### config.mk
export PLATFORM = sky130hd
export DESIGN_NAME = pipe_skid_reg_flat
export DESIGN_NICKNAME = d
export VERILOG_FILES = /design/src/rtl/pipe_skid_reg_pkg.sv /design/src/rtl/pipe_skid_reg_if.sv /design/src/rtl/pipe_data_reg.sv /design/src/rtl/pipe_skid_reg.sv /design/src/flat_wrapper.sv
export SDC_FILE = /design/constraint.sdc
export NUM_CORES = 1
export LEC_CHECK = 0
export CAP_MARGIN = 20
export CORE_ASPECT_RATIO = 1.5
export CORE_MARGIN = 2
export CORE_UTILIZATION = 41
export CTS_CLUSTER_SIZE = 30
export DETAILED_ROUTE_END_ITERATION = 12
export GPL_TIMING_DRIVEN = 0
export PLACE_DENSITY = 0.68
export SLEW_MARGIN = 25
export SYNTH_ARGS = -nofsm -noshare
export SYNTH_HDL_FRONTEND = slang
export SYNTH_SLANG_ARGS = --single-unit
### constraint.sdc
create_clock -name clk -period 1.7 [get_ports clk]
set_clock_uncertainty 0.15 [all_clocks]
set_input_delay 0.17 -clock clk [delete_from_list [all_inputs] [get_ports clk]]
set_output_delay 0.17 -clock clk [all_outputs]
set_load 0.005 [all_outputs]
### src/rtl/pipe_skid_reg_pkg.sv
// Shared types for the two-entry skid register: state encoding and occupancy width.
package pipe_skid_reg_pkg;

    localparam int OCC_BITS = 2;

    // Encoding chosen so the state value is also the number of held entries.
    typedef enum logic [1:0] {
        ST_EMPTY = 2'd0,
        ST_ONE   = 2'd1,
        ST_FULL  = 2'd2
    } skid_state_e;

    function automatic logic [OCC_BITS-1:0] occ_of(input skid_state_e st);
        return OCC_BITS'(st);
    endfunction

endpackage

### src/rtl/pipe_skid_reg_if.sv
// Handshake bundle between an upstream producer, the skid register and a downstream consumer.
interface pipe_skid_reg_if #(
    parameter int DATA_BITS = 32
);
    logic                                     flush;
    logic                                     in_valid;
    logic                                     in_ready;
    logic [DATA_BITS-1:0]                     in_data;
    logic                                     out_valid;
    logic                                     out_ready;
    logic [DATA_BITS-1:0]                     out_data;
    logic [pipe_skid_reg_pkg::OCC_BITS-1:0]   occupancy;

    modport slave (
        input  flush, in_valid, in_data, out_ready,
        output in_ready, out_valid, out_data, occupancy
    );

    modport master (
        output flush, in_valid, in_data, out_ready,
        input  in_ready, out_valid, out_data, occupancy
    );
endinterface

### src/rtl/pipe_data_reg.sv
// Load-enable payload register with synchronous active-low reset to a fixed value.
module pipe_data_reg #(
    parameter int                   DATA_BITS   = 32,
    parameter logic [DATA_BITS-1:0] RESET_VALUE = '0
) (
    input  logic                 clk,
    input  logic                 rst,
    input  logic                 load,
    input  logic [DATA_BITS-1:0] d,
    output logic [DATA_BITS-1:0] q
);
    logic [DATA_BITS-1:0] q_reg;

    always_ff @(posedge clk) begin
        if (!rst) begin
            q_reg <= RESET_VALUE;
        end else if (load) begin
            q_reg <= d;
        end
    end

    assign q = q_reg;
endmodule

### src/rtl/pipe_skid_reg.sv
// Two-entry skid register: full-throughput valid/ready stage with every output driven from a flop.
module pipe_skid_reg
    import pipe_skid_reg_pkg::*;
#(
    parameter int                   DATA_BITS   = 32,
    parameter logic [DATA_BITS-1:0] RESET_VALUE = '0
) (
    input  logic           clk,
    input  logic           rst,
    pipe_skid_reg_if.slave bus
);
    skid_state_e          state_reg, state_next;
    logic                 in_ready_reg, out_valid_reg;
    logic [OCC_BITS-1:0]  occ_reg;

    logic                 in_fire, out_fire;
    logic                 main_load, skid_load;
    logic [DATA_BITS-1:0] main_d, skid_d, main_q, skid_q;

    assign in_fire  = bus.in_valid & in_ready_reg;
    assign out_fire = out_valid_reg & bus.out_ready;

    always_comb begin
        state_next = state_reg;
        main_load  = 1'b0;
        skid_load  = 1'b0;
        main_d     = bus.in_data;
        skid_d     = bus.in_data;
        if (bus.flush) begin
            // Flush wins over any transfer; an accepted input beat is dropped.
            state_next = ST_EMPTY;
            main_load  = 1'b1;
            skid_load  = 1'b1;
            main_d     = RESET_VALUE;
            skid_d     = RESET_VALUE;
        end else begin
            case (state_reg)
                ST_EMPTY: begin
                    if (in_fire) begin
                        main_load  = 1'b1;
                        state_next = ST_ONE;
                    end
                end
                ST_ONE: begin
                    if (in_fire && out_fire) begin
                        main_load = 1'b1;
                    end else if (in_fire) begin
                        skid_load  = 1'b1;
                        state_next = ST_FULL;
                    end else if (out_fire) begin
                        state_next = ST_EMPTY;
                    end
                end
                ST_FULL: begin
                    if (out_fire) begin
                        main_load  = 1'b1;
                        main_d     = skid_q;
                        state_next = ST_ONE;
                    end
                end
                default: state_next = ST_EMPTY;
            endcase
        end
    end

    // Status outputs are registered from the next state so they never depend on inputs combinationally.
    always_ff @(posedge clk) begin
        if (!rst) begin
            state_reg     <= ST_EMPTY;
            in_ready_reg  <= 1'b1;
            out_valid_reg <= 1'b0;
            occ_reg       <= '0;
        end else begin
            state_reg     <= state_next;
            in_ready_reg  <= (state_next != ST_FULL);
            out_valid_reg <= (state_next != ST_EMPTY);
            occ_reg       <= occ_of(state_next);
        end
    end

    pipe_data_reg #(
        .DATA_BITS   (DATA_BITS),
        .RESET_VALUE (RESET_VALUE)
    ) u_main (
        .clk  (clk),
        .rst  (rst),
        .load (main_load),
        .d    (main_d),
        .q    (main_q)
    );

    pipe_data_reg #(
        .DATA_BITS   (DATA_BITS),
        .RESET_VALUE (RESET_VALUE)
    ) u_skid (
        .clk  (clk),
        .rst  (rst),
        .load (skid_load),
        .d    (skid_d),
        .q    (skid_q)
    );

    assign bus.in_ready  = in_ready_reg;
    assign bus.out_valid = out_valid_reg;
    assign bus.out_data  = main_q;
    assign bus.occupancy = occ_reg;
endmodule

### src/flat_wrapper.sv
// flat-port wrapper written by rule: the top's interface ports become plain ports
module pipe_skid_reg_flat import pipe_skid_reg_pkg::*;
#(
    parameter int                   DATA_BITS   = 32,
    parameter logic [DATA_BITS-1:0] RESET_VALUE = '0
)
  (clk, rst, bus_flush, bus_in_valid, bus_in_data, bus_out_ready, bus_in_ready, bus_out_valid, bus_out_data, bus_occupancy);
  pipe_skid_reg_if #(.DATA_BITS(DATA_BITS)) bus_i ();
  input  logic clk;
  input  logic rst;
  input wire logic [$bits(bus_i.flush)-1:0] bus_flush;
  input wire logic [$bits(bus_i.in_valid)-1:0] bus_in_valid;
  input wire logic [$bits(bus_i.in_data)-1:0] bus_in_data;
  input wire logic [$bits(bus_i.out_ready)-1:0] bus_out_ready;
  output wire logic [$bits(bus_i.in_ready)-1:0] bus_in_ready;
  output wire logic [$bits(bus_i.out_valid)-1:0] bus_out_valid;
  output wire logic [$bits(bus_i.out_data)-1:0] bus_out_data;
  output wire logic [$bits(bus_i.occupancy)-1:0] bus_occupancy;
  assign bus_i.flush = bus_flush;
  assign bus_i.in_valid = bus_in_valid;
  assign bus_i.in_data = bus_in_data;
  assign bus_i.out_ready = bus_out_ready;
  assign bus_in_ready = bus_i.in_ready;
  assign bus_out_valid = bus_i.out_valid;
  assign bus_out_data = bus_i.out_data;
  assign bus_occupancy = bus_i.occupancy;
  pipe_skid_reg #(.DATA_BITS(DATA_BITS), .RESET_VALUE(RESET_VALUE)) u_core (.clk(clk), .rst(rst), .bus(bus_i));
endmodule
==> flow_summary_export.csv <==
group,metric,value,unit
synth,synthCells,340,
die,dieWidth,74.3,microns
place,portBuffers,71,
place,place_ws,-0.260,ns
clocking,htree_levels,3,
die,die-area,0.00812,sq mm
final_layout,multiInputGateArea,0.00151,sq mm
timing,fin_crit_sh,0.972,
synth,yosysUniqueCellTypes,22,
grt,grt-ovfl-total,0,
clocking,cts_root_buffer,"clkbuf_8",
route,drt_iter0_markers,115,
critical_path,cp_cell_sequence,"buf_6, and3b_4, o21ai_4, o311ai_4, buf_6, buf_6, mux2i_1",
synth,synth_area_per_cell,8.93,sq um
final_layout,fin_nets,466,
final_layout,fin_util,0.584,
grt,antenna_found_initial,0,
synth,yosys_warnings,0,
critical_path,worstSetupEndpointType,"flop",
route,wirelength,7260,microns
critical_path,critPathBufInv,3,
timing,rsz0062_at_grt,"yes",
power,peakVddDrop,584,uV
critical_path,worst_path_most_repeated_cell,"buf_6",
clocking,cts_num_sinks,68,
clocking,cts.clk_slew.worst_paths,0.07,ns
timing,holdWs,0.00766,ns
run,max-cap-violations,0,
clocking,postCtsHoldBufs,0,
critical_path,start_kind,"flop",
timing,slew_headroom,0.676,
route,ant_nets,0,
route,wl_per_cell,13.6,microns
final_layout,antenna_cells,0,
clocking,numCtsBuffers,9,
critical_path,cp.arrival,1.77,ns
clocking,clk_path_buf_depth,2,
die,row_count,38,
synth,synth_top_area_cell,"dfxtp_1",
synth,syn_nets,377,
critical_path,crit_family,"buffers and inverters",
grt,grt_max_degree,13,
grt,track_usage,0.186,
die,initial_core_util,0.420,
place,dp_hpwl,5050,microns
critical_path,crit_fanout,6,
clocking,clk-insertion-delay-late,0.34,ns
grt,grt_pass1_vias,2520,
die,die_h,109,microns
route,dr_total_vias,2576,
worst_hold_path,hold_path.class,"primary input to flop",
route,drc,0,
die,coreArea,0.00723,sq mm
place,gp_congestion,0.735,
timing,worst_slew_pin_slew,0.486,ns
power,finalPower,3670,uW
clocking,cts_tree,"built",
timing,final.setup.worst_slack,0.0484,ns
timing,timing.final.setup_violations,0,
die,io_pins,73,
final_layout,nFillCells,678,
timing,timing_hold_violations_final,0,
synth,netlist.area_leader.share,0.448,
synth,yosysSeqAreaShare,0.448,
critical_path,slowest_delay,0.34,ns
critical_path,critPathKind,"flop to flop",
timing,max_clock_freq,0.605,GHz
final_layout,area_growth,39.0,%
route,avgViaCountPerCell,4.82,
run_status,status,"completed",
synth,synth_area_leaders,"dfxtp_1 45%, nand2_1 16%, mux2_2 12%",
critical_path,slowest_stage,"and3b_4",
synth,synth_area,0.00304,sq mm
grt,grt_pass1_wl,11500,microns
final_layout,drive_gt1_frac,0.184,
critical_path,crit_required,1.82,ns
power,p_leak,0.00164,uW
timing,slew_viol_final,0,
power,p_per_area,869,mW/mm^2
timing,period_minus_slack,1.65,ns
synth,ys_seq_elements,68,
route,dr.pass1.iters,4,
timing,tns,0,ns
final_layout,final-seq-area,0.00137,sq mm
==> cell type report <==
class | count | share of cell area
plain buffers | 25 | 0.0480
clock buffers | 11 | 0.0359
clock inverters | 5 | 0.0199
inverters | 2 | 0.00178
multi-input cells | 245 | 0.357
flip-flops and latches | 68 | 0.323
well taps | 100 | 0.0296
repair buffers | 78 | 0.184
==> cell families (layout without fill, tap and decap cells) <==
logic type,count (synthesis),in the layout,synth area share
muxes,65,65,0.228
DFF,68,68,0.448
buffers and inverters,27,121,0.0589
and+or+nand+nor,140,140,0.184
AOI/OAI and AO/OA,40,40,0.0808
==> Yosys cell counts (all sizes together) <==
cell type  number
nor3            1
buf            14
clkbuf         11
mux2           32
o22a            1
nor2            2
nor2b           2
mux2i          33
a21boi          1
a21oi          35
and2            2
o21a            1
nand4b          1
o311ai          1
nand2         131
o21ai           1
dfxtp          68
inv             2
and3b           1
==> cell usage in the layout (no fill, tap or decap), types with 2 or more instances in the layout <==
cell	netlist	routed
dfxtp_2	0	3
nand2_1	131	130
buf_6	10	12
and2_1	2	2
clkinvlp_4	0	2
nor2_1	2	2
buf_4	0	3
clkbuf_8	0	11
buf_8	0	2
inv_1	2	2
buf_1	2	2
a21oi_1	35	35
mux2_2	32	32
clkdlybuf4s50_1	0	71
buf_2	2	2
clkbuf_4	0	2
bufinv_16	0	2
mux2i_1	33	33
clkbuf_1	11	8
dfxtp_1	68	65
==> timing repair <==
item                                    in CTS  in global routing
gates cloned                                 0                  2
endpoints found under the setup margin      55                 60
buffers inserted                             0                  5
hold endpoints to repair                     0                  0
pin swaps                                    1                  2
resized for setup                            4                 24
==> through the flow <==
stage	std cells	cell area (sq um)
after floorplan	340	3040
after global placement	511	3870
after detailed placement	511	3870
after CTS	527	4110
after global routing	534	4220
final	534	4220
==> worst paths after layout <==
kind | startpoint | endpoint | slack, ns | cells after the start
worst max-delay path | u_core.state_reg[1]$_SDFF_PN0_ | u_core.u_main.q[18]$_SDFFE_PN0P_ | 0.05 | 7
worst min-delay path | rst | u_core.u_main.q[0]$_SDFFE_PN0P_ | 0.008 | 3
worst max register to register | u_core.state_reg[1]$_SDFF_PN0_ | u_core.u_main.q[18]$_SDFFE_PN0P_ | 0.05 | 7
worst min register to register | u_core.u_skid.q[19]$_SDFFE_PN0P_ | u_core.u_skid.q[19]$_SDFFE_PN0P_ | 0.30 | 2
==> worst reg2reg max path, stage by stage, from the launching register on <==
cell and delay, ns:
dfxtp_2 0.33, buf_6 0.12, and3b_4 0.34, o21ai_4 0.07, o311ai_4 0.08, buf_6 0.18
buf_6 0.14, mux2i_1 0.18
==> report_power, final <==
group	leakage (uW)	switching, uW	internal [uW]
sequential	0.000554	29.7	1640
combinational	0.000976	191	270
clock	0.000112	629	908
==> routing by layer <==
layer	vias to the layer above	wire, microns	global-route usage
met2	61	3850	0.330
li1	1294	-	-
met4	0	146	0.0944
met3	14	315	0.0312
met5	-	0	0
met1	1207	2950	0.210
No activity file was read; power rests on OpenSTA's default activity.
